$ cat src/rtl/sha_message_schedule.sv
// SHA-256 message schedule: latches one 512-bit block, streams W0..W63 with K0..K63.
// Latency: first word valid 1 cycle after block acceptance; 1-cycle DONE gap per block.
// Backpressure: out_ready low freezes Wt/Kt/t and the window; block_ready only in IDLE.
//
// Ports:
//   clk, reset_n              clock, async active-low reset
//   block_valid/block_ready   512-bit message block handshake (M0 = block[511:480])
//   out_valid/out_ready       per-round word handshake carrying Wt, Kt, t, last
//   done                      one-cycle pulse after round 63 is accepted
module sha_message_schedule #(
  parameter int NUM_ROUNDS = 64
) (
  input  logic         clk,
  input  logic         reset_n,
  input  logic         block_valid,
  output logic         block_ready,
  input  logic [511:0] block,
  output logic         out_valid,
  input  logic         out_ready,
  output logic [31:0]  Wt,
  output logic [31:0]  Kt,
  output logic [5:0]   t,
  output logic         last,
  output logic         done
);

  localparam logic [1:0] S_IDLE = 2'd0;
  localparam logic [1:0] S_RUN  = 2'd1;
  localparam logic [1:0] S_DONE = 2'd2;
  localparam logic [5:0] LAST_T = 6'(NUM_ROUNDS - 1);

  logic [1:0]  state_q, state_d;
  logic [5:0]  t_q, t_d;
  logic [31:0] w_q [16];
  logic [31:0] w_d [16];
  logic [31:0] w_next;

  function automatic logic [31:0] rotr(input logic [31:0] x, input int n);
    return (x >> n) | (x << (32 - n));
  endfunction

  function automatic logic [31:0] sig0(input logic [31:0] x);
    return rotr(x, 7) ^ rotr(x, 18) ^ (x >> 3);
  endfunction

  function automatic logic [31:0] sig1(input logic [31:0] x);
    return rotr(x, 17) ^ rotr(x, 19) ^ (x >> 10);
  endfunction

  function automatic logic [31:0] k_rom(input logic [5:0] idx);
    logic [31:0] k;
    case (idx)
      6'd0:  k = 32'h428a2f98; 6'd1:  k = 32'h71374491; 6'd2:  k = 32'hb5c0fbcf; 6'd3:  k = 32'he9b5dba5;
      6'd4:  k = 32'h3956c25b; 6'd5:  k = 32'h59f111f1; 6'd6:  k = 32'h923f82a4; 6'd7:  k = 32'hab1c5ed5;
      6'd8:  k = 32'hd807aa98; 6'd9:  k = 32'h12835b01; 6'd10: k = 32'h243185be; 6'd11: k = 32'h550c7dc3;
      6'd12: k = 32'h72be5d74; 6'd13: k = 32'h80deb1fe; 6'd14: k = 32'h9bdc06a7; 6'd15: k = 32'hc19bf174;
      6'd16: k = 32'he49b69c1; 6'd17: k = 32'hefbe4786; 6'd18: k = 32'h0fc19dc6; 6'd19: k = 32'h240ca1cc;
      6'd20: k = 32'h2de92c6f; 6'd21: k = 32'h4a7484aa; 6'd22: k = 32'h5cb0a9dc; 6'd23: k = 32'h76f988da;
      6'd24: k = 32'h983e5152; 6'd25: k = 32'ha831c66d; 6'd26: k = 32'hb00327c8; 6'd27: k = 32'hbf597fc7;
      6'd28: k = 32'hc6e00bf3; 6'd29: k = 32'hd5a79147; 6'd30: k = 32'h06ca6351; 6'd31: k = 32'h14292967;
      6'd32: k = 32'h27b70a85; 6'd33: k = 32'h2e1b2138; 6'd34: k = 32'h4d2c6dfc; 6'd35: k = 32'h53380d13;
      6'd36: k = 32'h650a7354; 6'd37: k = 32'h766a0abb; 6'd38: k = 32'h81c2c92e; 6'd39: k = 32'h92722c85;
      6'd40: k = 32'ha2bfe8a1; 6'd41: k = 32'ha81a664b; 6'd42: k = 32'hc24b8b70; 6'd43: k = 32'hc76c51a3;
      6'd44: k = 32'hd192e819; 6'd45: k = 32'hd6990624; 6'd46: k = 32'hf40e3585; 6'd47: k = 32'h106aa070;
      6'd48: k = 32'h19a4c116; 6'd49: k = 32'h1e376c08; 6'd50: k = 32'h2748774c; 6'd51: k = 32'h34b0bcb5;
      6'd52: k = 32'h391c0cb3; 6'd53: k = 32'h4ed8aa4a; 6'd54: k = 32'h5b9cca4f; 6'd55: k = 32'h682e6ff3;
      6'd56: k = 32'h748f82ee; 6'd57: k = 32'h78a5636f; 6'd58: k = 32'h84c87814; 6'd59: k = 32'h8cc70208;
      6'd60: k = 32'h90befffa; 6'd61: k = 32'ha4506ceb; 6'd62: k = 32'hbef9a3f7; 6'd63: k = 32'hc67178f2;
      default: k = 32'h0;
    endcase
    return k;
  endfunction

  // Window slot 0 is the word being emitted; slot 15 receives the word 16 rounds ahead.
  assign w_next = sig1(w_q[14]) + w_q[9] + sig0(w_q[1]) + w_q[0];

  always_comb begin
    state_d = state_q;
    t_d     = t_q;
    for (int i = 0; i < 16; i++) w_d[i] = w_q[i];
    case (state_q)
      S_IDLE: begin
        if (block_valid) begin
          for (int i = 0; i < 16; i++) w_d[i] = block[511 - 32*i -: 32];
          t_d     = 6'd0;
          state_d = S_RUN;
        end
      end
      S_RUN: begin
        if (out_ready) begin
          for (int i = 0; i < 15; i++) w_d[i] = w_q[i+1];
          w_d[15] = w_next;
          // Exit is decided on the final index, so t never wraps inside a block.
          if (t_q == LAST_T) begin
            t_d     = 6'd0;
            state_d = S_DONE;
          end else begin
            t_d = t_q + 6'd1;
          end
        end
      end
      S_DONE:  state_d = S_IDLE;
      default: state_d = S_IDLE;
    endcase
  end

  always_ff @(posedge clk or negedge reset_n) begin
    if (!reset_n) begin
      state_q <= S_IDLE;
      t_q     <= 6'd0;
      for (int i = 0; i < 16; i++) w_q[i] <= 32'h0;
    end else begin
      state_q <= state_d;
      t_q     <= t_d;
      for (int i = 0; i < 16; i++) w_q[i] <= w_d[i];
    end
  end

  assign block_ready = (state_q == S_IDLE);
  assign out_valid   = (state_q == S_RUN);
  // Word outputs are forced to zero outside RUN so reset/idle present clean zeros.
  assign Wt          = out_valid ? w_q[0] : 32'h0;
  assign Kt          = out_valid ? k_rom(t_q) : 32'h0;
  assign t           = t_q;
  assign last        = out_valid && (t_q == LAST_T);
  assign done        = (state_q == S_DONE);

endmodule

$ cat config.mk
export PLATFORM = sky130hd
export DESIGN_NAME = sha_message_schedule
export DESIGN_NICKNAME = d
export VERILOG_FILES = /design/src/rtl/sha_message_schedule.sv
export SDC_FILE = /design/constraint.sdc
export NUM_CORES = 2
export LEC_CHECK = 0
export CORE_ASPECT_RATIO = 1.75
export CORE_MARGIN = 10
export CORE_UTILIZATION = 28
export CTS_CLUSTER_SIZE = 10
export DETAILED_ROUTE_END_ITERATION = 6
export SETUP_SLACK_MARGIN = 0.02
export SLEW_MARGIN = 15
export SYNTH_ARGS = -nofsm -noshare
export SYNTH_HDL_FRONTEND = slang
export SYNTH_SLANG_ARGS = --single-unit
$ cat constraint.sdc
create_clock -name clk -period 4.23 [get_ports clk]
set_clock_uncertainty 0.05 [all_clocks]
set_input_delay 1.0575 -clock clk [delete_from_list [all_inputs] [get_ports clk]]
set_output_delay 1.0575 -clock clk [all_outputs]
set_load 0.02 [all_outputs]
**After elaboration in Yosys (flattened, before gate mapping)**

Memory sizes are Yosys's and may differ from the RTL's.
Cells that the tools add are included.

- Output and inout bits: 74
- Register bits after elaboration: 520
- Memories: 1
- Logic and storage cells: 55
- Input port bits: 516
- Memory bits (read-only): 2048

Memory list:

| name | depth | width | read ports | clocked after Yosys merged registers in | wr ports | line | RTL |
|---|---|---|---|---|---|---|---|
| (no name shown) | 64 | 32 | 1 | 0 | 0 | 52 | `case (idx)` |

- Bitwise gates (word level): 8
- Equal/unequal tests: 6
- Add/sub/neg operators: 4
- Muxes and demuxes: 13
- Reductions and logical operators: 5

Operator list:

| operator | count |
|---|---|
| $mux W512 | 2 |
| $pmux W512 S2 | 1 |
| $add A32 B32 Y32 | 3 |
| $mux W32 | 2 |
| $xor A32 B32 Y32 | 2 |
| $or A13 B32 Y32 | 1 |
| $or A14 B32 Y32 | 1 |
| $or A15 B32 Y32 | 1 |
| $or A25 B32 Y32 | 1 |
| $xor A32 B22 Y32 | 1 |
| $xor A32 B29 Y32 | 1 |
| $mux W6 | 3 |
| $pmux W6 S2 | 1 |
| $add A6 B1 Y6 const B | 1 |
| $eq A6 B6 Y1 const B | 1 |
| $mux W2 | 3 |
| $reduce_and A3 Y1 | 2 |
| $ne A2 B1 Y1 const B | 2 |
| $pmux W2 S2 | 1 |
| $eq A2 B1 Y1 const B | 1 |
| $eq A2 B2 Y1 const B | 1 |
| $logic_not A2 Y1 | 1 |
| $ne A2 B2 Y1 const B | 1 |
| $reduce_bool A2 Y1 | 1 |
| $logic_and A1 B1 Y1 | 1 |

**Depth between registers and ports, before layout**

- Word-level depth: 8
- Mapped depth: 15
- Gate-level depth less buffers: 14

**Worst setup path before layout**

Ideal clock, no wire load.

- Path kind: reg2out
- From: reg t_q[1] (netlist: t[1])
- To: out Kt[27]
- Arrival: 3066 ps
- Setup slack: 56 ps
- Stages on the path, launching flop included: 11
- Required time: 3123 ps
- Path buffers: 2
- Path through: dfrtp_1 -> buf_2 -> clkinv_1 -> ha_1 -> clkbuf_1 -> nand2_1 -> a21oi_1 -> a21oi_1 -> a21oi_1 -> nor2_1 -> a211oi_1

- Word-level cells in the longest chain between the ends: 2

Ends and longest elaborated chain:

| element | line | RTL |
|---|---|---|
| start, declared | 33 | `logic [5:0] t_q, t_d;` |
| start signal, assigned | 114 | `t_q <= t_d;` |
| $mem_v2 Z64 W32 | - |  |
| $mux W32 | 123 | `assign Kt = out_valid ? k_rom(t_q) : 32'h0;` |
| end, declared | 21 | `output logic [31:0] Kt,` |

No other way between the ends.

**Final worst setup path**

- From: reg w_q[34] in the netlist's numbering
- To: reg w_q[20] in the netlist's numbering

- Word-level cells in the longest chain between the ends: 8
- Elaborated cells between the ends (all ways): 9
- Classes of those cells: add/sub (3); mux (2); bitwise (4)

Ends and longest elaborated chain:

| element | line | RTL |
|---|---|---|
| start, declared | 34 | `logic [31:0] w_q [16];` |
| $or A13 B32 Y32 / $or A15 B32 Y32 (equally long branches) | 39 | `return (x >> n) \| (x << (32 - n));` |
| $xor A32 B32 Y32 * | 47 | `return rotr(x, 17) ^ rotr(x, 19) ^ (x >> 10);` |
| $xor A32 B22 Y32 * | 47 |  |
| $add A32 B32 Y32 * (3 in series) | 75 | `assign w_next = sig1(w_q[14]) + w_q[9] + sig0(w_q[1]) + w_q[0];` |
| $mux W512 * | 90 | `if (out_ready) begin` |
| $pmux W512 S2 * | 81 | `case (state_q)` |

Mark *: on every way between the ends. The rest lies on a longest branch, timed or not. The select of a mux whose other input is x is not followed.
A chain may end at the register's enable or synchronous reset.

==> reports/summary.txt <==
Status: finished, final reports clean
Met1 Resource Use GR: 29.6%
CTS Buf Count: 60
EDFF count, synth: 0
Largest net degree at the start of global routing: 177
Syn_nets: 4646
Num ports: 590
Root Buffer: clkbuf_16
Drt drc: 0
Hold crit path type: input port to asynchronous set/reset pin
Aggregate negative setup slack: 0 ps
RSZ-0062 raised after global routing: yes
DP HPWL: 121000 um
Primary FF master, synth: dfrtp_1
Core box area: 110000 um^2
Yosys reg bits: 520
Starting Density: 28.2%
Dominant cells by area after synthesis: dfrtp_1 42%, nand2_1 13%, a31oi_1 10%
Top cell type by total area after synthesis: dfrtp_1
DRT iter0 DRCs: 2813
Peak Freq: 0.243 GHz
Synth Instances: 4019
Most common cell after layout, fill and taps aside: nand2_1
CTS tree: done
Register area share after synthesis: 42.1%
DRT Wirelength: 154000 um
Instance count on the critical path: 14
Tmin final: 4110 ps
Critical path's top delay family: adder cells
Yosys top cell area share: 42.1%
GR Util All Layers: 23.7%
Routed Antenna Nets: 0
Chip Width: 271 um
Final net count: 5159
Pre-Repair DR Iteration Count: 6
YS warnings: 0
Max-cap violations: 0
CTS Buffer Depth: 3
Critical path's slowest cell: fa_1
Via density: 5.15
Worst Path Arrival: 4550 ps
Avg Inst Size Synth: 7.69 um^2
Clk Latency, worst-skew pair: 670 ps
Layout cells sized above 1: 8.91%
GP Congestion: 0.983
Critical path cell sequence: xor2_1 -> xnor2_1 -> fa_1 -> fa_1 -> inv_1 -> ha_1 -> buf_4 -> nand2_1 -> o21a_1 -> o31ai_1 -> inv_1 -> a21bo_2 -> a22oi_1 -> a21oi_1
Initial antenna violation count: 9
Avg WL per Cell: 25.5 um
Crit Path Max Fanout: 6
H-tree depth: 2
First-pass GRT wire length: 220000 um
Slew Limit Fails: 0
GRT Residual Overflow: 0
GRT busiest layer: met2
WP data required: 4660 ps
Crit Path Class: register to register
Crit. End Element: register
M3 GR Usage: 4.45%
Clock sink total: 520
Most frequent cells in the layout: 1082 x nand2_1, 610 x nor2_1, 555 x clkdlybuf4s50_1
Cell area after synthesis: 30900 um^2
Final Hold Violating Endpoints: 0
Unique masters post-synth: 69
Worst path buffer plus inverter count: 3
DIE HEIGHT: 460 um
Critical path startpoint category: register
Setup violations, final: 0
Depth of the most critical reg-to-reg path: 14
Rel. slew slack: 43.5%
Worst-Margin Slew: 847 ps
Die area: 125000 um^2
Clock Pin Slew Worst Setup and Hold Paths: 60 ps
Routed via count: 31000
Final worst-path cycle share: 97.3%
P&R area growth vs syn: 33.6%
FP Rows: 161
Ys async rst share: 100%
Number of global-route vias before repair: 30900
Grt met2 use: 40.1%
Port Buf Inserts: 589
Crit path largest cell delay: 500 ps
per-layer routing:
layer	up-vias	part of all wire, %
met1	15000	41
met2	1301	48
li1	14500	-
met4	12	4.2
met5	-	0.055
met3	230	6.8
cell type report:
type                            instances  area, um^2
Inverter                              136         522
Clock buffer                           69        1580
Timing Repair Buffer                  815        7950
Sequential cell                       520       13000
Multi-Input combinational cell       2999       16300
Fill cell                           11500       68500
Antenna cell                            4        10.0
Tap cell                             1467        1840
Clock inverter                          6         105
flip-flops by register name (all words and copies together), names as in the netlist:
register and count:
t 6, w_q 512, state_q 2
logic make-up (layout without fill, tap and decap cells):
kind of cell             after synthesis  in the layout  synth area share (%)
AND/OR/NAND/NOR                     1821           1821                  23.0
other                                  0              4                     0
AO/OA/AOI/OAI                        919            919                  18.4
multiplexers                           7              7                 0.352
adder cells (fa/ha/maj)              111            111                  6.00
flip-flops                           520            520                  42.1
buffers and inverters                500           1026                  6.19
XOR/XNOR                             141            141                  3.99
repair_timing:
item	4_1_cts	5_1_grt
pin swaps	0	7
hold buffers	0	0
setup endpoints to repair	31	36
cloned	0	0
resized for setup	83	48
setup buffers	1	4
path summary, 6_finish.rpt:
check,start,to,slack [ps]
setup / recovery,w_q[34],w_q[20],120
hold / removal,reset_n,w_q[373],380
setup reg to reg,w_q[34],w_q[20],120
hold reg to reg,w_q[11],w_q[11],440
max in group asynchronous,reset_n,w_q[502],2730
min in group clk,w_q[11],w_q[11],440
per-stage QoR:
step | utilization (%) | hold slack (ps) | worst slack (ps) | std cells | cell area [um^2]
6_report | 37.6 | 378 | 116 | 6016 | 41300
5_1_grt | 37.6 | 404 | -34.2 | 6013 | 41300
4_1_cts | 37.5 | 377 | 24.1 | 6008 | 41100
3_5_place_dp | 35.8 | 427 | -18.5 | 5932 | 39300
3_3_place_gp | 35.8 | 421 | 33.9 | 5932 | 39300
2_1_floorplan | - | 400 | 56.1 | 4019 | 30900
cell usage after synthesis (18+ instances only):
master / instances
buf_2: 23
o211ai_1: 18
a31oi_1: 504
nor3_1: 24
ha_1: 49
buf_1: 44
inv_1: 131
dfrtp_1: 520
a211oi_1: 42
clkbuf_1: 295
nand3_1: 30
nor2_1: 616
xnor2_1: 88
nand2_1: 1084
o21ai_0: 91
xor2_1: 53
fa_1: 62
a21oi_1: 161
Power is not shown: default switching activity piles up to over one toggle a cycle in this logic, so the estimate is an artifact.
